--- src/rtl/gin_id_programmer.sv ---
// Programs the ID registers of one row/column of GIN multicast controllers:
// consumes an ID stream and strobes each target in index order on a shared bus.
`ifndef XID_BITS
`define XID_BITS 8
`endif

module gin_id_strobe_cell (
  input  logic clk,
  input  logic rst,
  input  logic hit,
  output logic q
);
  always_ff @(posedge clk) begin
    if (!rst) q <= 1'b0;
    else      q <= hit;
  end
endmodule

module gin_id_programmer #(
  parameter int ID_SIZE     = `XID_BITS,
  parameter int NUM_TARGETS = 12,
  localparam int CNT_BITS   = $clog2(NUM_TARGETS)
) (
  input  logic                   clk,
  input  logic                   rst,
  input  logic                   start,
  input  logic                   abort,
  input  logic                   cfg_valid,
  input  logic [ID_SIZE-1:0]     cfg_data,
  output logic                   cfg_ready,
  output logic [NUM_TARGETS-1:0] set_id,
  output logic [ID_SIZE-1:0]     id_out,
  output logic                   busy,
  output logic                   done,
  output logic [CNT_BITS:0]      prog_count
);
  typedef enum logic [1:0] {IDLE, LOAD, DONE} state_t;

  localparam logic [CNT_BITS-1:0] LAST = CNT_BITS'(NUM_TARGETS - 1);
  localparam logic [CNT_BITS:0]   PMAX = (CNT_BITS+1)'(NUM_TARGETS);

  state_t              state, state_nxt;
  logic [CNT_BITS-1:0] cnt;
  logic                hs, fire, go;

  assign cfg_ready = (state == LOAD);
  assign busy      = (state != IDLE);
  assign done      = (state == DONE);
  assign hs        = cfg_valid && cfg_ready;
  // abort discards a coincident handshake
  assign fire      = hs && !abort;
  assign go        = (state == IDLE) && start;

  always_ff @(posedge clk) begin
    if (!rst) state <= IDLE;
    else      state <= state_nxt;
  end

  always_comb begin
    state_nxt = state;
    case (state)
      IDLE: if (start) state_nxt = LOAD;
      LOAD: begin
        if (abort)                     state_nxt = IDLE;
        else if (hs && cnt == LAST)    state_nxt = DONE;
      end
      DONE:    state_nxt = IDLE;
      default: state_nxt = IDLE;
    endcase
  end

  always_ff @(posedge clk) begin
    if (!rst) begin
      cnt        <= '0;
      id_out     <= '0;
      prog_count <= '0;
    end else begin
      if (go) begin
        cnt        <= '0;
        prog_count <= '0;
      end else if (state == LOAD && abort) begin
        cnt <= '0;
      end else if (fire) begin
        id_out <= cfg_data;
        if (prog_count < PMAX) prog_count <= prog_count + 1'b1;
        if (cnt != LAST)       cnt <= cnt + 1'b1;
      end
    end
  end

  // one registered strobe cell per target; hits are mutually exclusive on cnt
  for (genvar k = 0; k < NUM_TARGETS; k++) begin : g_tgt
    gin_id_strobe_cell u_cell (
      .clk (clk),
      .rst (rst),
      .hit (fire && (cnt == CNT_BITS'(k))),
      .q   (set_id[k])
    );
  end
endmodule
--- config.mk ---
export PLATFORM = sky130hd
export DESIGN_NAME = gin_id_programmer
export DESIGN_NICKNAME = d
export VERILOG_FILES = /design/src/rtl/gin_id_programmer.sv
export SDC_FILE = /design/constraint.sdc
export NUM_CORES = 1
export LEC_CHECK = 0
export ABC_AREA = 1
export CORE_AREA = 2 2 62 64
export DETAILED_ROUTE_END_ITERATION = 7
export DIE_AREA = 0 0 64 66
export PLACE_DENSITY = 0.69
export SETUP_SLACK_MARGIN = 0.1
export SYNTH_ARGS = -nofsm -noshare
export SYNTH_HDL_FRONTEND = slang
export SYNTH_HIERARCHICAL = 1
export SYNTH_SLANG_ARGS = --single-unit
--- constraint.sdc ---
create_clock -name clk -period 3.41 [get_ports clk]
set_input_delay 0.341 -clock clk [delete_from_list [all_inputs] [get_ports clk]]
set_output_delay 0.341 -clock clk [all_outputs]
set_load 0.02 [all_outputs]
==> results by group, run 1 <==
Timing
  – Achievable frequency: around 540 MHz
  – Worst relative slew slack: 0.527
  – Worst hold slack: 0.481 ns
  – Post-route setup TNS: 0 ns
  – RSZ-0062 raised after global routing: no
  – Final period utilization: 0.547
  – Minimum clock period: about 1.9 ns
  – Final setup vio count: 0
  – Final WS setup: 1.55 ns
  – Worst-Margin Slew: around 0.71 ns
  – Count of final max-slew check failures: 0
  – Final hold vios: 0
  – Post-route clock skew: 0.00812 ns

Finish
  – Final instance area: 1870 sq um
  – Layout Utilization: 0.527
  – # diodes: 0
  – Nets: 243
  – P&R area growth vs syn: 38.4%
  – Non-filler instance count after layout: about 270
  – Layout cell share with drive strength beyond 1: 0.102

Synthesis
  – Mapped Area: 1350 sq um
  – Mapped Nets: 199
  – Synth top area cells: dfxtp_1 (46%), nand2_1 (9.7%), nor2_1 (8.6%)
  – Syn Area/Cell: 7.47 sq um
  – Area leader, netlist: dfxtp_1
  – FF+latch count, synth: 31
  – Yosys cell types: 22
  – Synth Instances: 181
  – Post-synth top area share: 0.459
  – Sequential area share after synthesis: 0.459
  – Syn. warnings: 6

Clock tree
  – H-tree Lvls: 2
  – Clock transition at path regs: 0.10 ns
  – Clk buf depth: 2
  – Hold-fix buffers, CTS: 0
  – Worst-Skew Late Latency: ~0.33 ns
  – Clock Sinks: 31
  – Post_cts resized: 0
  – Setup Buffers After CTS: 0
  – CTS tree: done
  – CTS Root Cell: clkbuf_4
  – CTS Buf Count: 5

Power
  – Combinational Power Share: 0.092
  – Power per cell area: ~390 nW/um^2
  – Static Leak: 0.818 nW
  – Pint: 0.572 mW
  – Clk network pwr share: 0.405
  – Final Power: between 0.7 and 0.8 mW
  – Switch share: 0.225
  – Max IR drop VDD: 0.267 mV
  – Sequential share of power: 0.503
  – Net Sw Power: between 0.15 and 0.2 mW

Critical path
  – Worst-path fanout max: 3
  – WS Path Type: flop to primary output
  – Worst r2r dst: id_out[4]
  – Max stage delay on crit path: about 0.61 ns
  – Worst EP required: 3.07 ns
  – Crit path to: done
  – Worst path slowest cell: clkdlybuf4s50_1
  – Reg-to-reg slack, setup: 1.92 ns
  – CP cell instances: inv_1, nor2_1, clkdlybuf4s50_1
  – Startpoint types: flop
  – Critical path launch point: state[1]
  – R2R depth: 5
  – R2R Path Start: state[0]
  – Critical path arrival: 1.52 ns
  – Crit path capture type: primary output

Drt
  – Vias per Instance: 4.35
  – WL final: 2.75 mm
  – TritonRoute pass-1 iters: 4
  – Initial drt markers: 44
  – DRC: 0
  – Antenna-violating nets left: 0
  – Via Count: roughly 1200
  – Wire per inst: 10.0 um

Placement
  – Placed Area: 1780 sq um
  – Port bufs: 40
  – GPL Wtd Cong: 0.824
  – HPWL Detailed: ~2.1 mm
  – Worst slack, placed: 1.52 ns
  – DP Cell Count: approximately 270

Flow run
  – Max_cap viols: 0

Floorplanning
  – Die height: approximately 66 um
  – Full die area: ~4200 sq um
  – # rows: 22
  – Die span in x: 64 um
  – Starting Density: 0.381
  – Core area: between 3000 and 4000 sq um
  – Io pins: slightly above 40

Global route
  – Largest net degree at the start of global routing: 21
  – Vias in the first global route: 1073
  – GR Util All Layers: 0.147
  – Global-route wire length before repair: 4.76 mm
  – Initial antenna violation count: 0
  – Gr ovfl total: 0

Outcome
  – Status: finished clean

Min path
  – Worst Hold Path Cells: 2
  – Type of the tightest min-delay check: flop to flop
sequential cells by signal (all words and copies together) (netlist names):
name and count:
id_out 8, cnt 4, state 2, prog_count 5
g_tgt.u_cell/q 12
cell families after synthesis:
logic type	after synthesis	synth area share
compound gates	18	0.0750
fa+ha+maj	5	0.0463
simple gates	92	0.307
buf+inv	35	0.112
flops	31	0.459
metal layers:
| layer | up-vias | GRT usage | routed length [um] |
|---|---|---|---|
| met1 | 519 | 0.180 | 1330 |
| met3 | 6 | 0.0375 | 120 |
| met4 | 0 | 0.0951 | 57 |
| li1 | 642 | - | - |
| met2 | 26 | 0.228 | 1240 |
| met5 | - | 0 | 0 |
power by group through the flow:
stage / clock (mW) / combinational, mW / sequential (mW)
detailed placement: 0 / 0.0687 / 0.380
finish: 0.299 / 0.0682 / 0.371
global placement: 0 / 0.0684 / 0.379
floorplan: 0 / 0.0315 / 0.384
global route: 0.328 / 0.0753 / 0.372
CTS: 0.307 / 0.0689 / 0.371
synthesized netlist by cell type:
library cell,number
a21oi_1,5
a21oi_2,3
nand2_1,35
nand2_2,2
inv_2,4
inv_1,27
nand4_1,1
dfxtp_1,31
nor2_8,1
nor2_4,2
nor3_1,10
buf_8,1
clkbuf_1,1
buf_6,1
ha_1,5
o21ai_1,9
o21ai_0,1
nor2_2,1
nor2_1,31
nand3_2,1
nand3_1,8
buf_2,1
cells in the final DEF (no fill, tap or decap), types with 2 or more instances in the layout:
cell / instances
a21oi_1: 5
a21oi_2: 3
clkbuf_4: 5
clkdlybuf4s50_1: 40
dfxtp_1: 31
ha_1: 5
inv_1: 27
inv_2: 4
nand2_1: 35
nand2_2: 2
nand3_1: 8
nor2_1: 31
nor2_4: 2
nor3_1: 10
o21ai_1: 9
how the worst min path moves through the flow:
stage	start	endpoint	slack [ns]
6_report	prog_count[4]	prog_count[4]	0.48
5_1_grt	prog_count[4]	prog_count[4]	0.51
3_3_place_gp	id_out[3]	id_out[3]	0.47
4_1_cts	prog_count[4]	prog_count[4]	0.48
3_5_place_dp	prog_count[4]	prog_count[4]	0.47
2_1_floorplan	rst	g_tgt[0].u_cell/q	0.44
critical path, delay by kind of cell, from the launching register on:
kind	cells	cell delay, ns
DFF	1	0.41
and+or+nand+nor	1	0.09
buffers and inverters	2	0.69
cell type report:
class / count / area, sq um
sequential: 31 / 621
clock inverter: 2 / 35.0
clock buffer: 6 / 51.3
multi-input combinational: 115 / 579
inverter: 31 / 116
tap: 48 / 60.1
timing repair buffer: 41 / 408
fill: 333 / 1680
Power figures use the tool's default switching activity.
==> run 2: changes to the inputs <==
--- a/config.mk
+++ b/config.mk
@@ -9,7 +9,7 @@
 export CORE_AREA = 2 2 62 64
 export DETAILED_ROUTE_END_ITERATION = 7
 export DIE_AREA = 0 0 64 66
-export PLACE_DENSITY = 0.69
+export PLACE_DENSITY = 0.72
 export SETUP_SLACK_MARGIN = 0.1
 export SYNTH_ARGS = -nofsm -noshare
 export SYNTH_HDL_FRONTEND = slang
==> constraint.sdc (replaced) <==
create_clock -name clk -period 1.7 [get_ports clk]
set_input_delay 0.17 -clock clk [delete_from_list [all_inputs] [get_ports clk]]
set_output_delay 0.17 -clock clk [all_outputs]
set_load 0.02 [all_outputs]
==> results by group, run 2 (synthesized netlist as in run 1, its figures left out) <==
Critical path
  – CP cell instances: clkdlybuf4s50_1
  – Worst-path fanout max: 5 (+2)
  – Largest delay contributor family on the critical path: buffers and inverters
  – Instance count on the critical path: 1 (-2)
  – Crit path capture type: primary output
  – Reg-to-reg slack, setup: 0.35 ns (-1.57 ns)
  – Bufs and invs on worst path: 1 (-1)
  – R2R depth: 5 (unchanged)
  – WS Path Type: flop to primary output
  – Critical path arrival: 1.38 ns (-0.14 ns)
  – Max stage delay on crit path: 0.63 ns (+0.02 ns)
  – Worst EP required: 1.53 ns (-1.54 ns)
  – Startpoint types: flop
  – Worst path slowest cell: clkdlybuf4s50_1

Drt
  – TritonRoute pass-1 iters: 4 (unchanged)
  – Antenna-violating nets left: 0 (unchanged)
  – Via Count: 1207 (+1.2%)
  – Vias per Instance: 4.36 (about the same)
  – DRC: 0 (unchanged)
  – Wire per inst: 9.58 um (-4.5%)
  – WL final: 2.66 mm (-3.5%)
  – Initial drt markers: 24 (-45%)

Finish
  – Fillers: 349 (+4.8%)
  – Largest register by flop count: g_tgt.u_cell/q
  – Non-filler instance count after layout: 277 (+1.1%)
  – Largest regs: g_tgt.u_cell/q x12, id_out x8, prog_count x5
  – Area occupied by multi-input gates: 579 sq um (unchanged)
  – Max FFs per register: 12 (unchanged)
  – # diodes: 0 (unchanged)
  – Layout cell share with drive strength beyond 1: 0.109 (+0.00740)
  – P&R area growth vs syn: 38.7%
  – Commonest non-fill, non-tap cell in the layout: clkdlybuf4s50_1
  – Nets: 246 (+1.2%)
  – Register area: 621 sq um (unchanged)
  – Most frequent cells in the layout: clkdlybuf4s50_1 (36), nand2_1 (35), nor2_1 (31), dfxtp_1 (31), inv_1 (27)

Clock tree
  – Worst-Skew Late Latency: 0.33 ns (about the same)
  – Hold-fix buffers, CTS: 0 (unchanged)
  – CTS tree: done
  – Setup Buffers After CTS: 0 (unchanged)
  – Clock transition at path regs: 0.10 ns (about the same)
  – H-tree Lvls: 2 (unchanged)
  – Clock Sinks: 31 (unchanged)
  – Clk buf depth: 2 (unchanged)
  – CTS Root Cell: clkbuf_4
  – CTS Buf Count: 5 (unchanged)

Floorplanning
  – Full die area: 4220 sq um (unchanged)
  – Die span in x: 64 um (unchanged)
  – Die height: 66 um (unchanged)
  – Starting Density: 0.381 (unchanged)
  – # rows: 22 (unchanged)
  – Io pins: 41 (unchanged)
  – Core area: 3550 sq um (unchanged)

Timing
  – Final setup vio count: 0 (unchanged)
  – Achievable frequency: 646 MHz
  – Minimum clock period: 1.55 ns
  – Final period utilization: 0.911
  – Final hold vios: 0 (unchanged)
  – Count of final max-slew check failures: 0 (unchanged)
  – Worst relative slew slack: 0.787 (+0.260)
  – Post-route clock skew: 0.0132 ns (+0.00511 ns)
  – RSZ-0062 raised after global routing: no
  – Post-route setup TNS: 0 ns (unchanged)
  – Worst-Margin Slew: 0.319 ns (-0.389 ns)

Power
  – Max IR drop VDD: 0.427 mV (+60%)
  – Power per cell area: 724 nW/um^2 (+83%)
  – Static Leak: 0.851 nW (+4.1%)

Placement
  – Port bufs: 40 (unchanged)
  – HPWL Detailed: 1.94 mm (-6.6%)
  – GPL Wtd Cong: 0.799 (-3.1%)
  – DP Cell Count: 269 (+1.1%)

Outcome
  – Status: finished clean

Global route
  – Gr ovfl total: 0 (unchanged)
  – Largest net degree at the start of global routing: 19 (-9.5%)
  – GR Util All Layers: 0.140 (-0.00712)
  – Vias in the first global route: 1033 (-3.7%)
  – Initial antenna violation count: 0 (unchanged)
  – Global-route wire length before repair: 4.52 mm (-5.1%)

Flow run
  – Max_cap viols: 0 (unchanged)

Min path
  – Worst Hold Path Cells: 3 (+1)
  – Type of the tightest min-delay check: input pin to flop
## run 2: what timing repair did
item,CTS,global route
setup endpoints to repair,3,1
gates resized for setup,3,1
endpoints found under the hold margin,0,0
## run 2: path summary, 6_finish.rpt
kind | to | startpoint
worst max-delay path | prog_count[2] | prog_count[2]
worst min-delay path | id_out[4] | cfg_data[4]
worst max register to register | cnt[3] | cnt[0]
worst min register to register | prog_count[4] | prog_count[4]
## run 2: area by class of cell
cell class	count	share of cell area
multi-input combinational	115	0.309
inverter	31	0.0621
tap	48	0.0320
timing repair buffer	44	0.229
clock buffer	8	0.0367
sequential	31	0.331
## run 2: layer usage
metal / part of all wire / up-vias / track usage
li1: - / 647 / -
met1: 0.46 / 525 / 0.165
met2: 0.47 / 29 / 0.225
met3: 0.047 / 6 / 0.0460
met4: 0.024 / 0 / 0.0734
met5: 0 / - / 0
## run 2: through the flow
step	util	power, mW	instance area [sq um]	setup WS (ns)	hold WS [ns]
final	0.528	1.36	1870	0.151	0.434
after global routing	0.528	1.44	1870	0.102	0.444
after CTS	0.527	1.38	1870	0.134	0.428
after detailed placement	0.509	0.902	1810	0.176	0.449
after global placement	0.509	0.901	1810	0.235	0.448
after floorplan	-	0.834	1350	0.592	0.268
## run 2: report_power, final
part,internal (mW),total [mW],switching (mW)
logic,0.0646,0.138,0.0737
registers,0.736,0.744,0.00792
clock network,0.243,0.474,0.231
